File: src/rtl/code_check_sm.sv
// code_check_sm: checks entered codes against a stored code, manages unlock window, failure count and lockout.
module code_check_sm #(
  parameter logic [15:0] CODE_DEFAULT   = 16'h1234,
  parameter int          MAX_TRIES      = 3,
  parameter int          UNLOCK_CYCLES  = 8,
  parameter int          LOCKOUT_CYCLES = 16
) (
  input  logic        clk,
  input  logic        rst,
  input  logic [15:0] code_in,
  input  logic        ena,
  input  logic        timeout,
  input  logic        prog,
  output logic        unlocked,
  output logic        fail,
  output logic        locked_out,
  output logic [3:0]  tries_left
);
  localparam int TMAX = UNLOCK_CYCLES > LOCKOUT_CYCLES ? UNLOCK_CYCLES : LOCKOUT_CYCLES;
  localparam int TW = TMAX > 1 ? $clog2(TMAX) : 1;
  localparam logic [1:0] S_IDLE = 2'd0, S_UNLOCK = 2'd1, S_FAIL = 2'd2, S_LOCK = 2'd3;
  logic [1:0]    state_q, state_d;
  logic [TW-1:0] timer_q, timer_d;
  logic [3:0]    tries_q, tries_d;
  logic [15:0]   code_q, code_d;
  logic          ena_q, chk, hit;
  assign chk = ena & ~ena_q;
  assign hit = ~timeout & (code_in == code_q);
  always_comb begin
    state_d = state_q;
    timer_d = timer_q;
    tries_d = tries_q;
    code_d  = code_q;
    case (state_q)
      S_IDLE: if (chk) begin
        state_d = hit ? S_UNLOCK : S_FAIL;
        timer_d = '0;
        tries_d = hit ? 4'(MAX_TRIES) : (tries_q != 4'd0 ? tries_q - 4'd1 : 4'd0);
      end
      S_FAIL: begin
        state_d = tries_q == 4'd0 ? S_LOCK : S_IDLE;
        timer_d = '0;
      end
      // a program request in the final cycle still restarts the window
      S_UNLOCK: if (chk & prog) begin
        code_d  = code_in;
        timer_d = '0;
      end else begin
        timer_d = timer_q + TW'(1);
        state_d = timer_q == TW'(UNLOCK_CYCLES - 1) ? S_IDLE : S_UNLOCK;
      end
      default: begin
        timer_d = timer_q + TW'(1);
        if (timer_q == TW'(LOCKOUT_CYCLES - 1)) begin
          state_d = S_IDLE;
          tries_d = 4'(MAX_TRIES);
        end
      end
    endcase
  end
  always_ff @(posedge clk) begin
    if (rst) begin
      state_q <= S_IDLE;
      timer_q <= '0;
      tries_q <= 4'(MAX_TRIES);
      code_q  <= CODE_DEFAULT;
      ena_q   <= 1'b1;
    end else begin
      state_q <= state_d;
      timer_q <= timer_d;
      tries_q <= tries_d;
      code_q  <= code_d;
      ena_q   <= ena;
    end
  end
  assign unlocked   = state_q == S_UNLOCK;
  assign fail       = state_q == S_FAIL;
  assign locked_out = state_q == S_LOCK;
  assign tries_left = tries_q;
endmodule

File: config.mk
export PLATFORM = sky130hd
export DESIGN_NAME = code_check_sm
export DESIGN_NICKNAME = d
export VERILOG_FILES = /design/src/rtl/code_check_sm.sv
export SDC_FILE = /design/constraint.sdc
export NUM_CORES = 1
export LEC_CHECK = 0
export ABC_AREA = 0
export ABC_CLOCK_PERIOD_IN_PS = 5670
export BUFFER_PORTS_ARGS = -buffer_cell sky130_fd_sc_hd__buf_2
export CAP_MARGIN = 20
export CORE_MARGIN = 2
export CORE_UTILIZATION = 45
export DETAILED_ROUTE_END_ITERATION = 8
export PLACE_DENSITY_LB_ADDON = 0.2
export SLEW_MARGIN = 30
export SYNTH_ARGS = -nofsm -noshare
export SYNTH_HDL_FRONTEND = slang
export SYNTH_SLANG_ARGS = --single-unit
File: constraint.sdc
create_clock -name clk -period 5.67 [get_ports clk]
set_clock_uncertainty 0.15 [all_clocks]
set_input_delay 0.567 -clock clk [delete_from_list [all_inputs] [get_ports clk]]
set_output_delay 0.567 -clock clk [all_outputs]
set_load 0.02 [all_outputs]
==> results.py, run 1 <==
metrics = {
    "finish": {
        "layout_common_cells": "40 x nand2_1, 27 x dfxtp_1, 27 x buf_2",
        "nets": 223,
        "final_layout_size_suffix_gt1_share_pct": 18.37,
        "final_common_cell": "nand2_1",
        "fin_util_pct": 52.38,
        "fin_area_mm2": 0.001573,
        "n_antenna_cell": 0,
        "area.growth.synth_to_final_pct": 12.43,
        "finalNonFillerCells": 229,
    },
    "setup_path": {
        "required_ps": 5760,
        "critPathCaptureType": "flip-flop",
        "worstPathMaxFanout": 17,
        "path_class": "flip-flop to flip-flop",
        "reg2reg_depth": 7,
        "critPathLaunchType": "flip-flop",
        "cp.arrival_ps": 2260,
    },
    "floorplanning": {
        "dieArea_mm2": 0.003571,
        "core_area_mm2": 0.003003,
        "start_util_pct": 46.58,
        "rows": 20,
        "die_x_um": 59.76,
        "die_y_um": 59.76,
        "pin_count": 28,
    },
    "sta": {
        "max-slew-margin-rel_pct": 55.13,
        "worst_pin_slew_ps": 671.0,
        "clock.fmax_mhz": 461.4,
        "hold_viol": 0,
        "rsz0062_at_grt": "false",
        "min_period_ps": 2167,
        "fin_setup_tns_ps": 0,
        "holdWs_ps": 318.9,
        "maxSlewViolCount": 0,
        "period_share_pct": 38.22,
        "finalSetupViolations": 0,
    },
    "drt": {
        "wl_per_cell_um": 12.66,
        "first_iter_violations": 95,
        "vias_per_cell": 5.476,
        "vias": 1254,
        "finalWirelength_um": 2900,
        "ant_nets": 0,
        "drcViolationCount": 0,
        "dr.pass1.iters": 4,
    },
    "power": {
        "combPwrFrac_pct": 28.0,
        "p_switching_uw": 134.6,
        "ir_drop_uv": 117.7,
        "power_frac_seq_pct": 51.2,
        "p_int_uw": 274.4,
        "swShare_pct": 32.91,
        "clockPowerShare_pct": 20.8,
        "leakage_uw": 0.0006503,
        "power_density_mw_per_mm2": 260.1,
    },
    "placement": {
        "gp_congestion": 0.8468,
        "place.port_buffers": 27,
        "hpwl_um": 2166,
        "post_dp_cell_area_mm2": 0.001546,
        "place_inst": 225,
    },
    "clock_tree": {
        "cts_made_buffers": 3,
        "cts-hold-fix-buffers": 0,
        "insertion_delay_ps": 330,
        "cts_tree": "done",
        "cts.sinks": 27,
        "htree_levels": 1,
        "clockRootBuffer": "clkbuf_4",
        "clkTransAtPathRegs_ps": 140,
        "cts_setup_buffers": 0,
        "ctsResizeCount": 0,
        "cts_max_path_buffers": 2,
    },
    "min_path": {
        "min_path_cells": 3,
        "hp-class": "input port to flip-flop",
    },
    "yosys": {
        "seq_area_frac_synth_pct": 38.64,
        "synth-edff-count": 0,
        "yosys_most_used_dff": "dfxtp_1",
        "syn_area_per_cell_um2": 8.228,
        "synth_area_mm2": 0.001399,
        "ys_async_sr_fraction_pct": 0,
        "yosysUniqueCellTypes": 35,
        "postSynthCellCount": 170,
        "ys_warn_count": 0,
        "yosys_register_bits": 27,
        "syn-num-nets": 196,
    },
    "grt": {
        "grt_pass1_vias": 1200,
        "overflow": 0,
        "grt_pass1_wl_um": 4940,
        "grt_max_degree": 18,
        "antenna_found_initial": 0,
        "grt_usage_pct": 18.23,
    },
    "run_status": {
        "status": "completed",
    },
    "run": {
        "maxCapViolations": 0,
    },
}
## Yosys cell counts (2+ instances only)
| cell type | instances | area share [%] |
|---|---|---|
| nand4_1 | 3 | 1.3 |
| o21ai_1 | 2 | 0.72 |
| clkbuf_1 | 2 | 0.54 |
| o211ai_1 | 2 | 1.1 |
| nand2_1 | 40 | 11 |
| o21ai_0 | 3 | 1.1 |
| a21oi_1 | 15 | 5.4 |
| buf_2 | 2 | 0.72 |
| nand2b_1 | 3 | 1.3 |
| nor3_1 | 2 | 0.72 |
| o211a_1 | 2 | 1.4 |
| xnor2_1 | 5 | 3.1 |
| ha_1 | 5 | 4.5 |
| a221o_1 | 2 | 1.4 |
| nor2_1 | 8 | 2.1 |
| dfxtp_1 | 27 | 39 |
| xor2_1 | 14 | 8.8 |
| inv_1 | 6 | 1.6 |
| nand3_1 | 8 | 2.9 |
| a31oi_1 | 3 | 1.3 |
| nor4_2 | 2 | 1.8 |
## stage by stage
step	power, uW	setup slack, ps
floorplan	299.0	3713
global placement	325.6	3600
detailed placement	329.3	3515
CTS	412.7	3492
global route	437.2	3337
finish	409.0	3503
## critical path, stage by stage (launching register included)
cell and delay [ps]:
dfxtp_1 400, inv_1 80, ha_1 230, and4b_1 430
a221o_1 400, nand2_1 100, nand3_1 70, o211a_1 210
## worst paths after layout
check,startpoint,end,slack [ps]
worst max-delay path,state_q[1]$_SDFFE_PP0P_,state_q[0]$_SDFFE_PP0P_,3500
worst min-delay path,code_in[4],code_q[4]$_SDFFE_PP1P_,320
worst max register to register,state_q[1]$_SDFFE_PP0P_,state_q[0]$_SDFFE_PP0P_,3500
worst min register to register,code_q[6]$_SDFFE_PP0P_,code_q[6]$_SDFFE_PP0P_,330
## layer usage
| metal | GRT usage [%] | share of wire, % |
|---|---|---|
| met1 | 21.50 | 45 |
| met2 | 31.37 | 49 |
| met3 | 3.030 | 3.9 |
| met4 | 9.524 | 2.0 |
| met5 | 0 | 0 |
## kinds of logic after synthesis
| group | share of synthesized area, % |
|---|---|
| and+or+nand+nor | 24.87 |
| AOI/OAI and AO/OA | 16.19 |
| DFF | 38.64 |
| xor gates and xnor gates | 11.90 |
| buffers and inverters | 3.935 |
| adders and majority gates | 4.472 |
## registers in the layout, indices dropped and copies added (netlist names)
register	flops
timer_q	4
code_q	16
tries_left	4
state_q	2
ena_q	1
## final cells by class
cell class	count	area [um2]
Inverter	7	26.28
Multi-Input combinational cell	131	803.3
Fill cell	293	1430
Tap cell	33	41.29
Timing Repair Buffer	27	135.1
Clock buffer	4	26.28
Sequential cell	27	540.5
## power by group through the flow
stage | Combinational, uW | Sequential, uW | Clock [uW]
after floorplan | 83.1 | 216 | 0
after global placement | 113 | 213 | 0
after detailed placement | 115 | 214 | 0
after CTS | 115 | 210 | 87.5
after global routing | 127 | 212 | 97.9
final | 114 | 210 | 84.9
No activity file was read; power rests on OpenSTA's default activity.
==> run 2: changes to the inputs <==
--- a/config.mk
+++ b/config.mk
@@ -6,7 +6,7 @@
 export NUM_CORES = 1
 export LEC_CHECK = 0
 export ABC_AREA = 0
-export ABC_CLOCK_PERIOD_IN_PS = 5670
+export ABC_CLOCK_PERIOD_IN_PS = 1800
 export BUFFER_PORTS_ARGS = -buffer_cell sky130_fd_sc_hd__buf_2
 export CAP_MARGIN = 20
 export CORE_MARGIN = 2
==> constraint.sdc (replaced) <==
create_clock -name clk -period 1.8 [get_ports clk]
set_clock_uncertainty 0.15 [all_clocks]
set_input_delay 0.18 -clock clk [delete_from_list [all_inputs] [get_ports clk]]
set_output_delay 0.18 -clock clk [all_outputs]
set_load 0.02 [all_outputs]
==> results.py, run 2 (synthesis gave the netlist of run 1 again) <==
metrics = {
    "placement": {
        "gp_congestion": 0.7803,
        "place.port_buffers": 27,
        "detailedPlace.worstSlack_ps": -19.04,
        "place_inst": 234,
        "hpwl_um": 2253,
    },
    "drt": {
        "finalWirelength_um": 3202,
        "wl_per_cell_um": 12.81,
        "vias": 1312,
        "first_iter_violations": 46,
        "dr.pass1.iters": 4,
        "drcViolationCount": 0,
        "vias_per_cell": 5.248,
        "ant_nets": 0,
    },
    "finish": {
        "regArea_um2": 550.5,
        "largest_register": "code_q",
        "area.growth.synth_to_final_pct": 33.10,
        "layout_common_cells": "40 x nand2_1, 23 x dfxtp_1, 21 x buf_2",
        "fill_cells": 274,
        "nets": 244,
        "final_layout_size_suffix_gt1_share_pct": 24.88,
        "fin_util_pct": 62.00,
        "multi_input_area_um2": 859.6,
        "largest_register_ffs": 16,
        "final_common_cell": "nand2_1",
        "n_antenna_cell": 0,
        "finalNonFillerCells": 250,
    },
    "clock_tree": {
        "cts_made_buffers": 3,
        "htree_levels": 1,
        "cts_max_path_buffers": 2,
        "insertion_delay_ps": 330,
        "clockRootBuffer": "clkbuf_4",
        "clkTransAtPathRegs_ps": 150,
        "cts_tree": "done",
        "cts.sinks": 27,
    },
    "floorplanning": {
        "start_util_pct": 46.58,
        "die_y_um": 59.76,
        "dieArea_mm2": 0.003571,
        "die_x_um": 59.76,
        "rows": 20,
        "pin_count": 28,
        "core_area_mm2": 0.003003,
    },
    "power": {
        "power_density_mw_per_mm2": 772.5,
        "total_power_uw": 1438,
        "ir_drop_uv": 421.6,
        "swShare_pct": 31.95,
        "p_int_uw": 978.7,
        "power_frac_seq_pct": 46.0,
        "p_switching_uw": 459.4,
        "clockPowerShare_pct": 18.6,
        "leakage_uw": 0.0007681,
        "combPwrFrac_pct": 35.4,
    },
    "grt": {
        "grt_max_degree": 17,
        "grt_pass1_vias": 1297,
        "overflow": 0,
        "antenna_found_initial": 0,
        "grt_usage_pct": 19.43,
        "grt_pass1_wl_um": 5195,
    },
    "sta": {
        "clock.fmax_mhz": 574.5,
        "min_period_ps": 1741,
        "setup_slack_ps": 59.23,
        "finalSetupViolations": 0,
        "max-slew-margin-rel_pct": 75.88,
        "hold_viol": 0,
        "worst_pin_slew_ps": 358.5,
        "maxSlewViolCount": 0,
        "period_share_pct": 96.71,
    },
    "run_status": {
        "status": "completed",
    },
    "setup_path": {
        "critPathCaptureType": "flip-flop",
        "required_ps": 1880,
        "cp.arrival_ps": 1820,
        "critPathLaunchType": "flip-flop",
        "worstPathMaxFanout": 4,
        "path_class": "flip-flop to flip-flop",
    },
    "run": {
        "maxCapViolations": 0,
    },
    "min_path": {
        "hp-class": "input port to flip-flop",
    },
}
[run 2: cell types whose count changed in the layout (fill, tap and decap cells not counted), moves of 3 or more]
cell,previous run,this run
buf_2,27,21
ha_1,5,2
dfxtp_1,27,23
dlygate4sd3_1,0,15
buf_4,0,10
[run 2: final timing paths]
path	start	end	slack (ps)	depth (start not counted)
setup / recovery	timer_q[1]$_SDFFE_PP0P_	state_q[0]$_SDFFE_PP0P_	60	6
hold / removal	rst	code_q[8]$_SDFFE_PP0P_	70	2
setup reg to reg	timer_q[1]$_SDFFE_PP0P_	state_q[0]$_SDFFE_PP0P_	60	6
hold reg to reg	code_q[10]$_SDFFE_PP0P_	code_q[10]$_SDFFE_PP0P_	320	2
[run 2: per-stage QoR]
step	hold WS (ps)	area, um2	TNS (ps)
detailed placement	270.0	1629	-33.44
floorplan	99.07	1414	0
global placement	262.6	1629	0
finish	69.14	1862	0
CTS	56.25	1841	0
global route	72.40	1862	-12.04
[run 2: timing repair]
item                                    CTS  global route
resized for setup                         2            13
hold buffers                             17             0
endpoints found under the hold margin    17             0
setup buffers                             0             1
endpoints found under the setup margin    2             6
pin swaps                                 1            11
[run 2: power groups by stage]
| stage | Combinational (uW) | Sequential, uW | Clock [uW] |
|---|---|---|---|
| after floorplan | 266 | 683 | 0 |
| after global placement | 422 | 672 | 0 |
| after detailed placement | 435 | 675 | 0 |
| after CTS | 484 | 660 | 276 |
| after global routing | 559 | 666 | 297 |
| final | 509 | 662 | 267 |
[run 2: area by class of cell]
| type | instances | area share, % |
|---|---|---|
| multi-input combinational | 131 | 46.17 |
| clock buffer | 4 | 1.411 |
| tap | 33 | 2.218 |
| sequential | 27 | 29.57 |
| timing repair buffer | 48 | 19.09 |
| inverter | 7 | 1.546 |
[run 2: layer usage]
layer / global-route usage (%) / wire length [um]
met5: 0 / 0
met4: 9.841 / 19
met3: 3.463 / 80
met2: 36.80 / 1728
met1: 20.00 / 1374
[run 2: worst max-delay path, stage by stage (launching register included)]
cell and delay [ps]:
dfxtp_2 370, ha_2 200, a31oi_2 130, a221o_1 430, nand2_1 90, nand3_1 70, o211a_1 200
